===== config.mk =====
export PLATFORM = sky130hd
export DESIGN_NAME = instr_mem_ctrl
export DESIGN_NICKNAME = d
export VERILOG_FILES = /design/src/rtl/instr_mem_ctrl.sv
export SDC_FILE = /design/constraint.sdc
export NUM_CORES = 1
export LEC_CHECK = 0
export ABC_CLOCK_PERIOD_IN_PS = 4600
export CAP_MARGIN = 20
export CORE_MARGIN = 4
export CORE_UTILIZATION = 41
export CTS_CLUSTER_SIZE = 24
export DETAILED_ROUTE_END_ITERATION = 12
export PLACE_DENSITY = 0.87
export SLEW_MARGIN = 20
export SYNTH_ARGS = -nofsm -noshare
export SYNTH_HDL_FRONTEND = slang
export SYNTH_SLANG_ARGS = --single-unit

===== constraint.sdc =====
create_clock -name clk -period 4.6 [get_ports clk]
set_input_delay 0.92 -clock clk [delete_from_list [all_inputs] [get_ports clk]]
set_output_delay 0.92 -clock clk [all_outputs]
set_load 0.1 [all_outputs]

===== src/rtl/instr_mem_ctrl.sv =====
// instr_mem_ctrl
//
// Instruction-side memory responder. Accepts req/gnt/rvalid fetches from the
// core, reads a single-port synchronous SRAM (one-cycle latency), optionally
// stretches the response by WAIT_STATES cycles, and returns data with inverted
// Hsiao (39,32) integrity bits. Fetches outside [MEM_BASE, MEM_BASE+4*MEM_WORDS)
// are answered with a bus error and zero data, without touching the SRAM.
//
// Ports:
//   clk                 clock, rising edge
//   rst                 asynchronous reset, active low
//   instr_req_i         fetch request
//   instr_addr_i        fetch byte address (bits [1:0] ignored)
//   instr_gnt_o         request accepted this cycle
//   instr_rvalid_o      response valid (one per grant)
//   instr_rdata_o       response data (0 on error and outside responses)
//   instr_rdata_intg_o  integrity bits of instr_rdata_o
//   instr_err_o         bus error, qualified by instr_rvalid_o
//   mem_req_o           SRAM read enable
//   mem_addr_o          SRAM word index
//   mem_rdata_i         SRAM read data, valid the cycle after mem_req_o
//   fetch_count_o       wrapping count of completed responses
module instr_mem_ctrl #(
  parameter logic [31:0] MEM_BASE    = 32'h0000_0000,
  parameter int unsigned MEM_WORDS   = 4096,
  parameter int unsigned WAIT_STATES = 0
) (
  input  logic                         clk,
  input  logic                         rst,
  input  logic                         instr_req_i,
  input  logic [31:0]                  instr_addr_i,
  output logic                         instr_gnt_o,
  output logic                         instr_rvalid_o,
  output logic [31:0]                  instr_rdata_o,
  output logic [6:0]                   instr_rdata_intg_o,
  output logic                         instr_err_o,
  output logic                         mem_req_o,
  output logic [$clog2(MEM_WORDS)-1:0] mem_addr_o,
  input  logic [31:0]                  mem_rdata_i,
  output logic [31:0]                  fetch_count_o
);

  localparam int unsigned IDX_W = $clog2(MEM_WORDS);
  // 33 bits so that a 4 GiB window would still compare correctly
  localparam logic [32:0] MEM_BYTES = 33'(MEM_WORDS) << 2;
  localparam logic [2:0]  WAIT_LOAD = (WAIT_STATES > 0) ? 3'(WAIT_STATES - 1) : 3'd0;

  typedef enum logic [1:0] {
    IDLE,
    WAIT,
    RESP
  } state_t;

  state_t      state_q;
  state_t      state_d;
  logic [2:0]  wait_cnt_q;
  logic        err_q;
  logic [31:0] fetch_count_q;

  logic [31:0] offset;
  logic        in_range;
  logic        can_accept;
  logic        grant;

  // Inverted Hsiao (39,32) SECDED check bits; the final XOR is the inversion
  // constant for bits [38:32], so an all-zero word yields 7'h2A.
  function automatic logic [6:0] secded_inv_39_32_intg(input logic [31:0] d);
    logic [6:0] p;
    p[0] = ^(d & 32'h2606_BD25);
    p[1] = ^(d & 32'hDEBA_8050);
    p[2] = ^(d & 32'h413D_89AA);
    p[3] = ^(d & 32'h3123_4ED1);
    p[4] = ^(d & 32'hC2C1_323B);
    p[5] = ^(d & 32'h2DCC_624C);
    p[6] = ^(d & 32'h9850_5586);
    return p ^ 7'h2A;
  endfunction

  // A negative offset wraps to a large unsigned value and therefore fails the
  // range compare, which is exactly the out-of-range behaviour we want.
  assign offset     = instr_addr_i - MEM_BASE;
  assign in_range   = {1'b0, offset} < MEM_BYTES;
  assign can_accept = (state_q == IDLE) || (state_q == RESP);
  // Gating with rst keeps grant (and hence mem_req) low during reset even
  // though the FSM already sits in IDLE.
  assign grant      = rst && instr_req_i && can_accept;

  assign instr_gnt_o   = grant;
  assign mem_req_o     = grant && in_range;
  assign mem_addr_o    = offset[IDX_W+1:2];
  assign fetch_count_o = fetch_count_q;

  // State register
  always_ff @(posedge clk or negedge rst) begin
    if (!rst) begin
      state_q <= IDLE;
    end else begin
      state_q <= state_d;
    end
  end

  // Next-state logic. A grant in RESP restarts the transaction immediately,
  // giving one fetch per cycle when WAIT_STATES is 0.
  always_comb begin
    state_d = state_q;
    case (state_q)
      IDLE, RESP: begin
        if (grant) begin
          state_d = (WAIT_STATES > 0) ? WAIT : RESP;
        end else begin
          state_d = IDLE;
        end
      end
      WAIT: begin
        if (wait_cnt_q == 3'd0) begin
          state_d = RESP;
        end
      end
      default: state_d = IDLE;
    endcase
  end

  // Per-transaction bookkeeping and the completed-response counter
  always_ff @(posedge clk or negedge rst) begin
    if (!rst) begin
      wait_cnt_q    <= 3'd0;
      err_q         <= 1'b0;
      fetch_count_q <= 32'd0;
    end else begin
      if (grant) begin
        err_q      <= !in_range;
        wait_cnt_q <= WAIT_LOAD;
      end else if ((state_q == WAIT) && (wait_cnt_q != 3'd0)) begin
        wait_cnt_q <= wait_cnt_q - 3'd1;
      end
      if (state_q == RESP) begin
        fetch_count_q <= fetch_count_q + 32'd1;
      end
    end
  end

  // Response outputs. mem_rdata_i still holds the word for this fetch during
  // RESP because a new read only updates it on the following edge.
  always_comb begin
    instr_rvalid_o = 1'b0;
    instr_err_o    = 1'b0;
    instr_rdata_o  = 32'd0;
    if (state_q == RESP) begin
      instr_rvalid_o = 1'b1;
      instr_err_o    = err_q;
      instr_rdata_o  = err_q ? 32'd0 : mem_rdata_i;
    end
    instr_rdata_intg_o = secded_inv_39_32_intg(instr_rdata_o);
  end

endmodule

* After elaboration in Yosys (flattened, before gate mapping) *
Index checks and enable logic that the tools add are counted.

operators by class
  equality and inequality tests = 3
  reduce and logical (&&, ||, !) cells = 18
  add/subtract/negate cells = 2
  multiplexer cells = 9
  bitwise operators = 1
  $lt $le $gt $ge = 1

operator list
  kind                                                                            count
  32-bit XOR reduction                                                            7
  32-bit two-way mux                                                              2
  32-bit by 1-bit adder with 32-bit output, second input constant                 1
  32-bit by 15-bit less-than comparator with 1-bit output, second input constant  1
  3-bit two-way mux                                                               2
  1-bit logical AND                                                               4
  2-bit two-way mux                                                               2
  2-bit case mux with 2 select lines                                              1
  3-bit logical NOT                                                               1
  3-bit inverter                                                                  1
  3-bit nonzero test                                                              1
  3-bit by 1-bit subtractor with 3-bit output, second input constant              1
  2-bit by 1-bit equality test with 1-bit output, second input constant           1
  2-bit equality test, second input constant                                      1
  2-bit logical NOT                                                               1
  1-bit two-way mux                                                               2
  2-bit != test, second input constant                                            1
  2-bit nonzero test                                                              1
  2-bit OR reduction                                                              1
  1-bit logical NOT                                                               1
  1-bit logical OR                                                                1

word-level totals
  bits of input ports = 67
  flip-flop bits (word level) = 38
  output and inout bits = 87
  word-level logic and storage cells = 38

* Depth between registers and ports, before layout *
Gate-level depths: netlist (run 1).

  depth in word-level cells = 5
  depth in mapped cells = 6
  gate-level depth less buffers = 6

* Worst setup path after synthesis (run 1) *
Ideal clock, no wire load.

  kind = input port to output port
  start point = in mem_rdata_i[19]
  end point = out instr_rdata_intg_o[1]
  data arrival time = 3.217 ns
  stages on the path = 5
  data required time = 3.680 ns
  slack = 0.463 ns
  buffers on the path = 0
  cell sequence = xor2_1 > xnor2_1 > xnor2_1 > xnor2_1 > mux2i_1

between the ends
  cells in the longest elaborated chain, start to end = 4

RTL lines
  what                      line  text
  start, declared           39    input logic [31:0] mem_rdata_i,
  32-bit two-way mux        151   instr_rdata_o = err_q ? 32'd0 : mem_rdata_i;
  32-bit two-way mux        148   if (state_q == RESP) begin
  32-bit XOR reduction      70    p[1] = ^(d & 32'hDEBA_8050);
  3-bit inverter (no line)  --
  end, declared             35    output logic [6:0] instr_rdata_intg_o,

No other way between the ends.

* Worst setup path after layout (run 1) *
  start point = in mem_rdata_i[27]
  end point = out instr_rdata_intg_o[1]

Same word-level chain as after synthesis.

==> metrics, run 1 <==
status=complete, no violations; share of the synthesized area in the top cell type=0.334; crit-path max FO=3; DRT Wirelength=6650 µm; Setup Crit Path Kind=in2out; Final Setup Violations=0; clk_skew=0.00569 ns; Worst EP required=3.68 ns; CTS hold repair buffers=0; min Tclk post-route=3.79 ns; capturing point of the worst reg2reg path=fetch_count_o[16]; Async S/R FF share, synth=1.00; clk_lat worst skew=0.29 ns; Sw Ratio=0.413; met2 WL=3390 µm; routed vias=2187; Leak=1.65 nW; Initial DRT Pass Iterations=6; worst reg-to-reg setup slack=2.81 ns; initial antenna violation count=0; width of the die=86.8 µm; Yosys warning total=0; Peak Freq=264 MHz; Core ar.=5990 µm²; ranking of synthesized cells by area=dfrtp_1 33%, xnor2_1 25%, and2_1 8.8%, xor2_1 7.2%, buf_4 3.5%; initial drt markers=75; Setup Buffers After CTS=0; power share of the clock group=0.210; n_diodes=0; I/O pins=154; metal3 WL=674 µm; first-pass GRT wire length=10700 µm; Hold Path Class=reg2reg; routed length on met1=2450 µm; ratio of cells with drive above 1 in the final layout=0.166; Port-buffer cells=127; worst path arrival time=2.87 ns; final hold violations=0; die area=7540 µm²; Flop pwr share=0.335; combinational group share of total power=0.455; normalized max-slew margin=0.322; CP endpoint=instr_rdata_intg_o[1]; number of vias per cell=4.81; cell depth of the worst flop-to-flop path=6; Avg WL per Cell=14.6 µm; Tot GR Track Use=0.182; CTS tree=built; top layer in use=met4; H-tree Lvls=2; post-synth top area cell=dfrtp_1; CTS Buffer Depth=2; largest net degree at the start of global routing=36; total CTS buffers=5; Synthesized Nets=327; final core occ=0.640; die extent in y=86.8 µm; Worst Tran Pin Value=1.01 ns; RSZ-0062 raised after global routing=no; clock-pin slew of the registers on the worst-case setup and hold paths=0.07 ns; Hold Path Stages=1; CTS resizes=0; DRC errors left=0; Starting Density=0.425; root buffer cell=clkbuf_8; CP startpoint kind=primary input; ys flop type=dfrtp_1; Post-synth EDFFs=0; Peak VDD IR=0.000228 V; sequential fraction of the synthesis area=0.334; Overflow after GRT=0; P_int=0.634 mW; Crit. Startpoint=mem_rdata_i[27]; setup total negative slack=0 ns; num rows=28; Final ANT Viol Nets=0; Synth cell types=31; Synth Register Bits=34; Synth-to-Final Area Change=50.5%; Max-Cap Viols=0; Final Wtd Congestion=0.836; Tcrit/Tclk final=0.823; PwrDens=281 nW/µm²; hpwl dp=5610 µm; Critical R2R Launch=fetch_count_o[0]; Mapped Avg Cell Area=9.84 µm²; nets=447; vias in the first global route=2214; Mapped Area=2550 µm²; switching pwr=0.446 mW; crit end category=output port; clk sink count=34; Post-Syn Instances=259; Max Slew Vio Count=0
==> layout make-up <==
cell class / count / area (µm²)
well taps: 75 / 93.8
clock inverters: 1 / 5.00
flip-flops and latches: 34 / 851
repair buffers: 129 / 1210
fillers: 497 / 2150
multi-input cells: 206 / 1580
inverters: 3 / 11.3
clock buffers: 7 / 86.3
==> synthesized netlist by cell type (2+ instances only) <==
cell / number
nand3_2: 2
mux2i_1: 2
inv_1: 3
xor2_1: 21
nor2_1: 16
clkbuf_1: 3
nor3_1: 2
dfrtp_1: 34
and2_1: 36
buf_4: 12
nand3_1: 12
and3_1: 3
nand2_1: 12
and4_1: 3
nor4_1: 5
xnor2_1: 72
nor2_2: 2
nand4_1: 4
nor4_4: 2
nand4_2: 2
==> layout by cell type, fill, tap and decap left out <==
master           netlist  final
clkdlybuf4s50_1        0     86
xnor2_1               72     72
buf_4                 12     41
and2_1                36     36
dfrtp_1               34     34
xor2_1                21     21
nor2_1                16     16
nand3_1               12     12
nand2_1               12     12
clkbuf_8               0      6
nor4_1                 5      5
nand4_1                4      4
and4_1                 3      3
and3_1                 3      3
inv_1                  3      3
mux2i_1                2      2
nand4_2                2      2
nor2_2                 2      2
nand3_2                2      2
nor4_4                 2      2
nor3_1                 2      2
buf_12                 0      2
nor2b_1                1      1
nand2b_1               1      1
xor3_1                 1      1
xnor3_1                1      1
mux2_2                 1      1
nand4_4                1      1
and3_4                 1      1
nor2_4                 1      1
nand3_4                1      1
ha_1                   1      1
clkinv_2               0      1
clkbuf_1               3      1
==> stage by stage <==
stage                     setup WS [ns]  hold slack [ns]  instances  total power [mW]  instance area [µm²]
after floorplan                   0.463            0.494        259             0.762                 2550
after global placement            0.816            0.456        447             0.854                 3740
after detailed placement          0.790            0.457        447             0.862                 3740
after CTS                         0.780            0.470        455              1.09                 3840
after global routing              0.766            0.490        455              1.13                 3840
final                             0.813            0.464        455              1.08                 3840
==> logic make-up after synthesis <==
group	synth area share
buffers and inverters	0.0461
XOR/XNOR	0.338
AND/OR/NAND/NOR	0.265
multiplexers	0.0123
flip-flops	0.334
adder cells (fa/ha/maj)	0.00491
==> critical path, cell delays in order <==
cell	delay (ns)
clkdlybuf4s50_1	0.55
xor2_1	0.30
xnor2_1	0.18
xnor2_1	0.15
xnor2_1	0.16
mux2i_1	0.27
buf_4	0.33
==> routing by layer <==
metal | GRT usage | vias up
met1 | 0.194 | 1004
li1 | - | 1071
met4 | 0.0666 | 0
met3 | 0.0637 | 14
met2 | 0.326 | 98
met5 | 0 | -
==> power by group through the flow <==
stage / Combinational, mW / Sequential [mW] / Clock [mW]
2_1_floorplan: 0.224 / 0.538 / 0
3_3_place_gp: 0.489 / 0.366 / 0
3_5_place_dp: 0.495 / 0.368 / 0
4_1_cts: 0.496 / 0.363 / 0.233
5_1_grt: 0.518 / 0.368 / 0.245
6_report: 0.491 / 0.362 / 0.227
==> worst min-delay path by stage <==
| stage | startpoint | endpoint | slack (ns) |
|---|---|---|---|
| finish | fetch_count_o[31] | fetch_count_o[31] | 0.46 |
| floorplan | err_q | err_q | 0.49 |
| global route | fetch_count_o[31] | fetch_count_o[31] | 0.49 |
| CTS | fetch_count_o[31] | fetch_count_o[31] | 0.47 |
| detailed placement | fetch_count_o[31] | fetch_count_o[31] | 0.46 |
| global placement | fetch_count_o[31] | fetch_count_o[31] | 0.46 |
==> flip-flops by register name, indices dropped and copies added, names as in the netlist <==
signal and flops:
fetch_count_o 32, err_q 1, state_q 1
No activity file was read; power rests on OpenSTA's default activity.
==> run 2, diff against run 1 <==
ABC_CLOCK_PERIOD_IN_PS = 3210   (was 4600)
CORE_UTILIZATION = 34   (was 41)
PLACE_DENSITY = 0.77   (was 0.87)
clock period = 3.21 ns   (was 4.6 ns; I/O delays follow)
==> run 2 against run 1 <==
Net effect: hold slack gained 0.019 ns; sequential power grew 43%; critical path depth is the same; first-iteration DRC count shrank 31%; clock-buffer cell count is the same; sequential share of layout area shrank 2.4 points; global-route usage shrank 2.1 points; clock skew shrank 0.0014 ns; power grew 42%; non-clock buffer count grew 1; combinational power grew 44%; clock power grew 39%; highest routed layer unchanged.
==> metrics, run 2 (same netlist as run 1, synthesis figures left out) <==
Setup Buffers After CTS=0 (unchanged); first-pass GRT wire length=11300 µm (was 10700 µm); Critical R2R Launch=fetch_count_o[0] (unchanged); Worst EP required=2.57 ns (was 3.68 ns); initial drt markers=52 (was 75); ratio of cells with drive above 1 in the final layout=0.270 (was 0.166); normalized max-slew margin=0.716 (was 0.322); Tot GR Track Use=0.161 (was 0.182); H-tree Lvls=2 (unchanged); most common cell after layout, fill and taps aside=xnor2_1 (was clkdlybuf4s50_1); Tot Pwr=1.54 mW (was 1.08 mW); clock-pin slew of the registers on the worst-case setup and hold paths=0.06 ns (was 0.07 ns); Setup Crit Path Kind=in2out (unchanged); CTS Buffer Depth=2 (unchanged); status=complete, no violations (unchanged); Peak Freq=325 MHz; worst path arrival time=2.44 ns (was 2.87 ns); Hold Path Stages=1 (unchanged); hpwl dp=5970 µm (was 5610 µm); crit end category=output port (unchanged); Hold Path Class=reg2reg (unchanged); number of vias per cell=4.60 (was 4.81); crit-path max FO=3 (unchanged); num rows=31 (was 28); worst hold slack=0.483 ns (was 0.464 ns); die extent in y=94.6 µm (was 86.8 µm); I/O pins=154 (unchanged); width of the die=94.6 µm (was 86.8 µm); n_diodes=0 (unchanged); RSZ-0062 raised after global routing=no (unchanged); Port-buffer cells=127 (unchanged); Overflow after GRT=0 (unchanged); setup total negative slack=0 ns (unchanged); Worst Tran Pin Value=0.423 ns (was 1.01 ns); DRC errors left=0 (unchanged); Final Wtd Congestion=0.819 (was 0.836); max FFs per register=32 (unchanged); DRT Wirelength=6910 µm (was 6650 µm); hold path start=fetch_count_o[31] (unchanged); clk_lat worst skew=0.28 ns (was 0.29 ns); Initial DRT Pass Iterations=4 (was 6); worst reg-to-reg setup slack=1.41 ns (was 2.81 ns); CP startpoint kind=primary input (unchanged); Tcrit/Tclk final=0.959; Leak=1.84 nW (was 1.65 nW); clk_skew=0.00433 ns (was 0.00569 ns); initial antenna violation count=0 (unchanged); filler cell count=611 (was 497); PwrDens=358 nW/µm² (was 281 nW/µm²); Avg WL per Cell=14.4 µm (was 14.6 µm); nets=448 (was 447); routed vias=2206 (was 2187); Peak VDD IR=0.000150 V (was 0.000228 V); Starting Density=0.351 (was 0.425); Synth-to-Final Area Change=68.7% (was 50.5%); final hold violations=0 (unchanged); Final Setup Violations=0 (unchanged); Core ar.=7250 µm² (was 5990 µm²); Final ANT Viol Nets=0 (unchanged); Crit. Startpoint=mem_rdata_i[1] (was mem_rdata_i[27]); clk sink count=34 (unchanged); die area=8950 µm² (was 7540 µm²); largest net degree at the start of global routing=36 (unchanged); hold path endpoint=fetch_count_o[31] (unchanged); Max Slew Vio Count=0 (unchanged); total CTS buffers=5 (unchanged); vias in the first global route=2403 (was 2214); most frequent cells in the layout=72 x xnor2_1, 51 x clkdlybuf4s50_1, 41 x buf_12, 37 x buf_4, 36 x and2_1 (was 86 x clkdlybuf4s50_1, 72 x xnor2_1, 41 x buf_4, 36 x and2_1, 34 x dfrtp_1); cell depth of the worst flop-to-flop path=6 (unchanged); root buffer cell=clkbuf_8 (unchanged); Max-Cap Viols=0 (unchanged); capturing point of the worst reg2reg path=fetch_count_o[16] (unchanged); CTS tree=built (unchanged); min Tclk post-route=3.08 ns
-- run 2: cell types whose count changed in the layout (fill, tap and decap cells not counted), moves of 2 or more --
cell | previous run | this run
clkdlybuf4s50_1 | 86 | 51
buf_12 | 2 | 41
buf_4 | 41 | 37
mux2i_1 | 2 | 0
nor2_2 | 2 | 4
nor2_1 | 16 | 14
mux2i_2 | 0 | 2
-- run 2: repair_timing --
item	4_1_cts	5_1_grt
endpoints found under the hold margin	0	0
gates resized for setup	0	2
endpoints found under the setup margin	0	2
hold buffers	0	0
-- run 2: how the worst max path moves through the flow --
stage / to / slack [ns] / cells after the start
after floorplan: instr_rdata_intg_o[0] / -0.06 / 3
after global placement: instr_rdata_intg_o[4] / 0.10 / 7
after detailed placement: instr_rdata_intg_o[5] / 0.08 / 8
after CTS: instr_rdata_intg_o[5] / 0.08 / 8
after global routing: instr_rdata_intg_o[4] / 0.002 / 7
final: instr_rdata_intg_o[4] / 0.13 / 7
-- run 2: cell type report --
type                            instances  area, µm²  share of cell area
Timing Repair Buffer                  130       1620               0.377
Multi-Input combinational cell        206       1600               0.372
Sequential cell                        34        851               0.198
Tap cell                               99        124              0.0288
Clock buffer                            7       86.3              0.0201
Inverter                                3       11.3             0.00262
Clock inverter                          1       5.00             0.00116
-- run 2: routing by layer --
layer	vias to the layer above	track usage	part of all wire
li1	1077	-	-
met1	1015	0.170	0.36
met2	109	0.283	0.49
met3	5	0.0813	0.15
met4	0	0.0409	0.0069
met5	-	0	0
-- run 2: metrics by stage --
| stage | cell area, µm² | cells | worst slack (ns) | utilization |
|---|---|---|---|---|
| final | 4300 | 480 | 0.131 | 0.593 |
| after global routing | 4300 | 480 | 0.00202 | 0.593 |
| after CTS | 4290 | 480 | 0.0792 | 0.591 |
| after detailed placement | 4200 | 472 | 0.0816 | 0.579 |
| after global placement | 4200 | 472 | 0.105 | 0.579 |
| after floorplan | 2560 | 259 | -0.0602 | - |
-- run 2: power breakdown --
group,internal [mW],leakage [nW],switching (mW)
clock,0.173,0.0482,0.143
sequential,0.464,0.459,0.0536
combinational,0.263,1.33,0.442
-- run 2: critical path: stages --
cell and delay, ns:
clkdlybuf4s50_1 0.55, xor2_1 0.18, xnor3_1 0.44, xnor2_1 0.15, xnor2_1 0.14, nor2_2 0.14
buf_12 0.19
